$ cat config.mk
export PLATFORM = sky130hd
export DESIGN_NAME = countdown_timer_flat
export DESIGN_NICKNAME = d
export VERILOG_FILES = /design/src/rtl/countdown_pkg.sv /design/src/rtl/countdown_timer_if.sv /design/src/rtl/bcd_down_digit.sv /design/src/rtl/countdown_timer.sv /design/src/flat_wrapper.sv
export SDC_FILE = /design/constraint.sdc
export NUM_CORES = 1
export LEC_CHECK = 0
export CORE_ASPECT_RATIO = 0.75
export CORE_MARGIN = 4
export CORE_UTILIZATION = 56
export CTS_BUF_LIST = sky130_fd_sc_hd__clkbuf_4
export DETAILED_ROUTE_END_ITERATION = 7
export GPL_TIMING_DRIVEN = 1
export PLACE_DENSITY = 0.82
export SLEW_MARGIN = 10
export SYNTH_ARGS = -nofsm -noshare
export SYNTH_HDL_FRONTEND = slang
export SYNTH_SLANG_ARGS = --single-unit
$ cat constraint.sdc
create_clock -name clk -period 2.6 [get_ports clk]
set_input_delay 0.78 -clock clk [delete_from_list [all_inputs] [get_ports clk]]
set_output_delay 0.78 -clock clk [all_outputs]
set_load 0.05 [all_outputs]
$ cat src/rtl/countdown_pkg.sv
// Shared encodings, BCD limits and helpers for the mm:ss countdown timer.
package countdown_pkg;

  typedef enum logic [1:0] {
    IDLE    = 2'd0,
    RUN     = 2'd1,
    PAUSE   = 2'd2,
    EXPIRED = 2'd3
  } state_t;

  localparam int         NUM_DIGITS   = 4;
  localparam logic [3:0] DIGIT_MAX    = 4'd9;
  localparam logic [3:0] SEC_TENS_MAX = 4'd5;

  // Lane 1 is sec_tens (0..5); every other lane is a plain decimal digit.
  function automatic logic [3:0] lane_max(input int i);
    return (i == 1) ? SEC_TENS_MAX : DIGIT_MAX;
  endfunction

  function automatic logic [3:0] clamp_bcd(input logic [3:0] d, input logic [3:0] max);
    return (d > max) ? max : d;
  endfunction

endpackage

$ cat src/rtl/countdown_timer_if.sv
// Control/status bundle between the countdown timer and its host logic.
interface countdown_timer_if;
  logic        load;
  logic [15:0] load_val;
  logic        start;
  logic        stop;
  logic [15:0] digits;
  logic [1:0]  state;
  logic        tick_o;
  logic        done_pulse;
  logic        alarm;

  modport master (
    output load, load_val, start, stop,
    input  digits, state, tick_o, done_pulse, alarm
  );

  modport slave (
    input  load, load_val, start, stop,
    output digits, state, tick_o, done_pulse, alarm
  );
endinterface

$ cat src/rtl/bcd_down_digit.sv
// One BCD digit of the borrow chain: loads, or decrements wrapping 0 -> MAX.
module bcd_down_digit #(
  parameter logic [3:0] MAX = 4'd9
) (
  input  logic       clk,
  input  logic       rst,
  input  logic       dec,
  input  logic       ld,
  input  logic [3:0] ld_val,
  output logic [3:0] digit,
  output logic       borrow_o
);

  assign borrow_o = dec & (digit == 4'd0);

  always_ff @(posedge clk or posedge rst) begin
    if (rst)      digit <= '0;
    else if (ld)  digit <= ld_val;
    else if (dec) digit <= (digit == 4'd0) ? MAX : digit - 4'd1;
  end

endmodule

$ cat src/rtl/countdown_timer.sv
// BCD mm:ss countdown: control FSM, 1 Hz prescaler, four-digit borrow chain, expiry detect.
module countdown_timer
  import countdown_pkg::*;
#(
  parameter int TICK_DIV = 50_000_000,
  parameter int DIV_W    = 26
) (
  input  logic             clk,
  input  logic             rst,
  countdown_timer_if.slave bus
);

  localparam logic [DIV_W-1:0] PRESC_LAST = DIV_W'(TICK_DIV - 1);

  state_t                       state_q, state_d;
  logic [DIV_W-1:0]             presc_q, presc_d;
  logic [NUM_DIGITS-1:0][3:0]   digit_q;
  logic [NUM_DIGITS-1:0][3:0]   ld_val_c;
  logic [NUM_DIGITS-1:0]        dec_c;
  logic [NUM_DIGITS-1:0]        borrow;
  logic                         ld, dec, tick_d, done_d;
  logic                         tick_q, done_q, alarm_q;
  logic                         nonzero, last_sec, wrap;
  logic                         unused_borrow;

  assign nonzero  = |digit_q;
  assign last_sec = (digit_q == 16'h0001);
  assign wrap     = (presc_q == PRESC_LAST);
  // min_tens never borrows: RUN is only entered with a nonzero value.
  assign unused_borrow = borrow[NUM_DIGITS-1];

  for (genvar i = 0; i < NUM_DIGITS; i++) begin : g_digit
    assign ld_val_c[i] = clamp_bcd(bus.load_val[i*4 +: 4], lane_max(i));
    if (i == 0) begin : g_lsd
      assign dec_c[i] = dec;
    end else begin : g_chain
      assign dec_c[i] = borrow[i-1];
    end
    bcd_down_digit #(.MAX(lane_max(i))) u_digit (
      .clk      (clk),
      .rst      (rst),
      .dec      (dec_c[i]),
      .ld       (ld),
      .ld_val   (ld_val_c[i]),
      .digit    (digit_q[i]),
      .borrow_o (borrow[i])
    );
  end

  always_ff @(posedge clk or posedge rst) begin
    if (rst) begin
      state_q <= IDLE;
      presc_q <= '0;
      tick_q  <= 1'b0;
      done_q  <= 1'b0;
      alarm_q <= 1'b0;
    end else begin
      state_q <= state_d;
      presc_q <= presc_d;
      tick_q  <= tick_d;
      done_q  <= done_d;
      alarm_q <= (state_d == EXPIRED);
    end
  end

  // Priority stop > load > start; stop in RUN also freezes the prescaler.
  always_comb begin
    state_d = state_q;
    presc_d = presc_q;
    ld      = 1'b0;
    dec     = 1'b0;
    tick_d  = 1'b0;
    done_d  = 1'b0;
    unique case (state_q)
      IDLE: begin
        if (bus.stop) begin
          state_d = IDLE;
        end else if (bus.load) begin
          ld = 1'b1;
        end else if (bus.start && nonzero) begin
          state_d = RUN;
          presc_d = '0;
        end
      end
      RUN: begin
        if (bus.stop) begin
          state_d = PAUSE;
        end else if (wrap) begin
          presc_d = '0;
          dec     = 1'b1;
          tick_d  = 1'b1;
          if (last_sec) begin
            state_d = EXPIRED;
            done_d  = 1'b1;
          end
        end else begin
          presc_d = presc_q + 1'b1;
        end
      end
      PAUSE: begin
        if (bus.stop) begin
          state_d = IDLE;
        end else if (bus.load) begin
          ld = 1'b1;
        end else if (bus.start && nonzero) begin
          state_d = RUN;
        end
      end
      EXPIRED: begin
        presc_d = '0;
        if (bus.stop) begin
          state_d = IDLE;
        end else if (bus.load) begin
          ld      = 1'b1;
          state_d = IDLE;
        end
      end
    endcase
  end

  assign bus.digits     = digit_q;
  assign bus.state      = state_q;
  assign bus.tick_o     = tick_q;
  assign bus.done_pulse = done_q;
  assign bus.alarm      = alarm_q;

endmodule

$ cat src/flat_wrapper.sv
// flat-port wrapper written by rule: the top's interface ports become plain ports
module countdown_timer_flat import countdown_pkg::*;
#(
  parameter int TICK_DIV = 50_000_000,
  parameter int DIV_W    = 26
)
  (clk, rst, bus_load, bus_load_val, bus_start, bus_stop, bus_digits, bus_state, bus_tick_o, bus_done_pulse, bus_alarm);
  countdown_timer_if bus_i ();
  input  logic clk;
  input  logic rst;
  input wire logic [$bits(bus_i.load)-1:0] bus_load;
  input wire logic [$bits(bus_i.load_val)-1:0] bus_load_val;
  input wire logic [$bits(bus_i.start)-1:0] bus_start;
  input wire logic [$bits(bus_i.stop)-1:0] bus_stop;
  output wire logic [$bits(bus_i.digits)-1:0] bus_digits;
  output wire logic [$bits(bus_i.state)-1:0] bus_state;
  output wire logic [$bits(bus_i.tick_o)-1:0] bus_tick_o;
  output wire logic [$bits(bus_i.done_pulse)-1:0] bus_done_pulse;
  output wire logic [$bits(bus_i.alarm)-1:0] bus_alarm;
  assign bus_i.load = bus_load;
  assign bus_i.load_val = bus_load_val;
  assign bus_i.start = bus_start;
  assign bus_i.stop = bus_stop;
  assign bus_digits = bus_i.digits;
  assign bus_state = bus_i.state;
  assign bus_tick_o = bus_i.tick_o;
  assign bus_done_pulse = bus_i.done_pulse;
  assign bus_alarm = bus_i.alarm;
  countdown_timer #(.TICK_DIV(TICK_DIV), .DIV_W(DIV_W)) u_core (.clk(clk), .rst(rst), .bus(bus_i));
endmodule
==> results list <==
* Outcome: finished clean
- Vias: 2,703
- Post-synthesis sequential element count: 47
- The number of buffers and inverters on the critical path is 1.
- For this run, the number of Yosys warnings is 0.
* Crit path time final: 2520 ps
- Final sum of negative setup slack: 0 ps
- CTS tree: yes
- Counting every instance in the synthesized netlist gives 314.
- Non-filler cells, final: 436
* Antenna violations before repair: 0
- Highest attainable clock frequency: 0.396 GHz
* Combinational power share: 0.290
- Number of vias per cell: 6.20
- In this run the cell area measured after placement is 3450 µm².
- Clock latency on the worst-skew pair, taken at its later pin, is 370 ps.
* Final routed wirelength across all metal layers: 7.05 mm
- The floorplan has 22 rows.
* Wire length of the first global-routing pass: 12.2 mm
* Switching portion of total power: 0.361
- Worst Setup End Kind: output pin
- The worst hold path begins at u_core.presc_q[12].
- Across the run, the number of max-cap violations was 0.
* ANT nets after route: 0
* Delay contributed by the slowest stage of the critical path: 860 ps
* H-Tree Depth: 2
- Across the routed clock network, the largest skew measured is 10.7 ps.
* Average routed wire per standard cell: 16.2 µm
* Critical register-to-register path startpoint: u_core.presc_q[9]
- Data on the critical path is required at its endpoint by 1820 ps.
* Die outline height: 69.4 µm
- Floorplan die width: 89.9 µm
- The floorplan step defined a core boundary enclosing 4870 µm².
- Final cycle utilization of the critical path: 0.971
- For this design the total switching power over the nets is 593 µW.
- Initial cell density of the core: 0.578
- Endpoint of the lowest-slack register-to-register path: u_core.g_digit[0].u_digit.digit[1]
- Cell chain of the critical path: clkdlybuf4s50_1
* Detailed Place HPWL: 5.40 mm
- Largest net degree at the start of global routing: 31
* Internal power: 1050 µW
- Power spread over the standard cell area amounts to 470 nW/µm².
* Fraction of synthesis flops using an asynchronous set or reset pin: 1.00
* Number of instances in the placed design: 429
- WHS Path Cells: 2
- Once layout is complete, the utilization of the core stands at 0.718.
- After the first detailed-routing iteration, the DRC count stood at 228.
* Class of the tightest hold or removal check: reg2reg
- Number of distinct library cells after synthesis: 54
- The area growth from synthesis to layout is 24.1%.
* Number of nets at the end of the flow: 398
- Worst setup path category: reg2out
- CP delay by family, top: buffers and inverters
- Critical path depth in cells: 1
- Die outline area: 6240 µm²
- Of the cells placed in the final design, the portion with a size suffix greater than 1 is 0.109.
- In this run the worst path has a maximum fanout of 7.
* Sink Count: 47
- Pin placement for this block handled 42 I/O pins.
- The number of pins exceeding their max-slew limit in the final report was 0.
- Worst setup SP type: register
- Setup violations remaining at the end of the flow were counted as 0.
* Final global-route overflow total: 0
- Setup repair after global routing missed its margin: false
* Via count of the first global-routing pass: 2,513
- Data arrives at the worst endpoint at 1740 ps.
- Hold violation total from the final report: 0
* First-pass DRT Iterations: 6
- I/O Buffers: 41
- Final Wtd Congestion: 0.948
* Worst VDD drop: 0.000314 V
- In this run the mean area of a mapped cell was 8.97 µm².
* Final design area excluding fillers: 3500 µm²
- Number of post-CTS setup repair buffers: 0
- Clock-pin slew reported for the worst setup and hold paths after clock tree synthesis: 130 ps
- The number of nets handed over by synthesis was 336.
- The analysis attributes to cell leakage a power of 0.00134 µW.
- TritonCTS Buffers: 5
- The worst hold path terminates at u_core.presc_q[12].
- For this run, the register share of the synthesized area comes to 0.417.
- Clock tree synthesis selected as its root buffer the cell sky130_fd_sc_hd__clkbuf_4.
- The slowest stage of the critical path belongs to the cell sky130_fd_sc_hd__clkdlybuf4s50_1.
* Remaining DRCs: 0
- Timing analysis after detailed placement gives a worst setup slack of -90.4 ps.
- Headroom to the max-slew limit came out at 0.641.
* Clock tree buffer depth: 2
* Summed instance area of the synthesized netlist: 2820 µm²
* Transition time at the pin with the least slew margin: 533 ps
* Flip-flop cell with the highest count after synthesis: sky130_fd_sc_hd__dfrtp_1
* Number of enable flip-flop cells after synthesis: 0
- Of the total power, the clock network draws 0.203.
- The share of total power dissipated in sequential elements is 0.507.
* Tot GR Track Use: 0.236
- Setup slack, reg-to-reg: 330 ps
* Count of inserted antenna diode cells: 0
- Reg2reg path depth: 5
- Post-route worst setup slack: 76.5 ps
cells in the mapped netlist, types with 2 or more instances:
cell type	instances	area (µm²)
sky130_fd_sc_hd__dfrtp_1	47	1180
sky130_fd_sc_hd__nor2_1	27	101
sky130_fd_sc_hd__o21ai_0	26	130
sky130_fd_sc_hd__nand2_1	22	82.6
sky130_fd_sc_hd__a21oi_1	20	100
sky130_fd_sc_hd__nor3_1	17	85.1
sky130_fd_sc_hd__nand4_1	14	87.6
sky130_fd_sc_hd__nand3_1	10	50.1
sky130_fd_sc_hd__inv_1	8	30.0
sky130_fd_sc_hd__or3_1	8	50.1
sky130_fd_sc_hd__mux2i_1	7	70.1
sky130_fd_sc_hd__nand2b_1	7	43.8
sky130_fd_sc_hd__a211oi_1	6	45.0
sky130_fd_sc_hd__a31oi_1	6	37.5
sky130_fd_sc_hd__and4_1	6	52.6
sky130_fd_sc_hd__nor4_1	6	37.5
sky130_fd_sc_hd__clkbuf_1	5	18.8
sky130_fd_sc_hd__o31ai_1	5	37.5
sky130_fd_sc_hd__nor3b_1	4	30.0
sky130_fd_sc_hd__o21a_1	4	30.0
sky130_fd_sc_hd__or4_1	4	30.0
sky130_fd_sc_hd__xnor2_1	4	35.0
sky130_fd_sc_hd__a22o_1	3	26.3
sky130_fd_sc_hd__and2_1	3	18.8
sky130_fd_sc_hd__and3_1	3	18.8
sky130_fd_sc_hd__buf_2	3	15.0
sky130_fd_sc_hd__buf_6	3	33.8
sky130_fd_sc_hd__nand3b_1	3	22.5
sky130_fd_sc_hd__nor2b_1	3	18.8
sky130_fd_sc_hd__xor2_1	3	26.3
sky130_fd_sc_hd__a2111oi_0	2	17.5
sky130_fd_sc_hd__a311oi_1	2	17.5
sky130_fd_sc_hd__nor2_2	2	12.5
power by group through the flow:
stage | Sequential [µW] | Clock (µW) | Combinational [µW]
after detailed placement | 847 | 0 | 474
final | 834 | 334 | 477
after global routing | 844 | 376 | 507
after global placement | 845 | 0 | 466
after CTS | 833 | 339 | 476
after floorplan | 964 | 0 | 167
logic make-up after synthesis:
kind of cell,Yosys count,share of synthesized area
and+or+nand+nor,144,0.285
muxes,8,0.0289
adders and majority gates,1,0.00444
buffers and inverters,19,0.0346
AOI/OAI and AO/OA,88,0.208
DFF,47,0.417
xor gates and xnor gates,7,0.0218
how the worst max path moves through the flow:
stage | end | slack [ps] | from
global route | bus_digits[1] | 10 | u_core.g_digit[0].u_digit.digit[1]
global placement | u_core.presc_q[22] | -10 | bus_start
CTS | bus_digits[3] | 70 | u_core.g_digit[0].u_digit.digit[3]
finish | bus_digits[1] | 80 | u_core.g_digit[0].u_digit.digit[1]
floorplan | u_core.presc_q[13] | 310 | bus_load
detailed placement | u_core.presc_q[10] | -90 | bus_start
tightest hold or removal path: cells and delay by family (launching register included):
| family | cells | cell delay, ps |
|---|---|---|
| AOI/OAI and AO/OA | 2 | 130 |
| DFF | 1 | 420 |
cell usage in the layout, fill, tap and decap left out, types with 8 or more instances in the layout:
master	synthesis	final
sky130_fd_sc_hd__o21ai_0	26	26
sky130_fd_sc_hd__a21oi_1	20	20
sky130_fd_sc_hd__clkdlybuf4s50_1	0	40
sky130_fd_sc_hd__nand3_1	10	10
sky130_fd_sc_hd__nand2_1	22	22
sky130_fd_sc_hd__nor2_1	27	27
sky130_fd_sc_hd__buf_4	0	23
sky130_fd_sc_hd__or3_1	8	8
sky130_fd_sc_hd__nand4_1	14	14
sky130_fd_sc_hd__dfrtp_1	47	47
sky130_fd_sc_hd__nor3_1	17	17
registers in the layout, indices dropped and copies added, names as in the netlist:
| name | cells |
|---|---|
| u_core.bus.tick_o | 1 |
| u_core.bus.state | 2 |
| u_core.presc_q | 26 |
| u_core.g_digit.u_digit.digit | 16 |
| u_core.bus.alarm | 1 |
| u_core.bus.done_pulse | 1 |
per-layer routing:
metal,wire length [µm],share of wire,vias to the layer above,global-route usage
li1,-,-,1322,-
met1,3500,0.50,1251,0.361
met2,3000,0.42,115,0.340
met3,466,0.066,15,0.0477
met4,95,0.013,0,0.0628
met5,0,0,-,0
final cells by class:
cell class / count / area [µm²]
sequential: 47 / 1180
multi-input combinational: 248 / 1540
timing repair buffer: 66 / 626
clock inverter: 2 / 8.76
fill: 371 / 1380
tap: 60 / 75.1
clock buffer: 5 / 37.5
inverter: 8 / 30.0
repair_timing:
action / 4_1_cts / 5_1_grt
setup endpoints to repair: 0 / 1
resized for setup: 0 / 1
hold buffers: 0 / 0
through the flow:
stage          hold WS, ps  total power [µW]
6_report               569              1640
5_1_grt                584              1730
4_1_cts                557              1650
3_5_place_dp           543              1320
3_3_place_gp           535              1310
2_1_floorplan          494              1130
(Power assumes the default switching activity.)
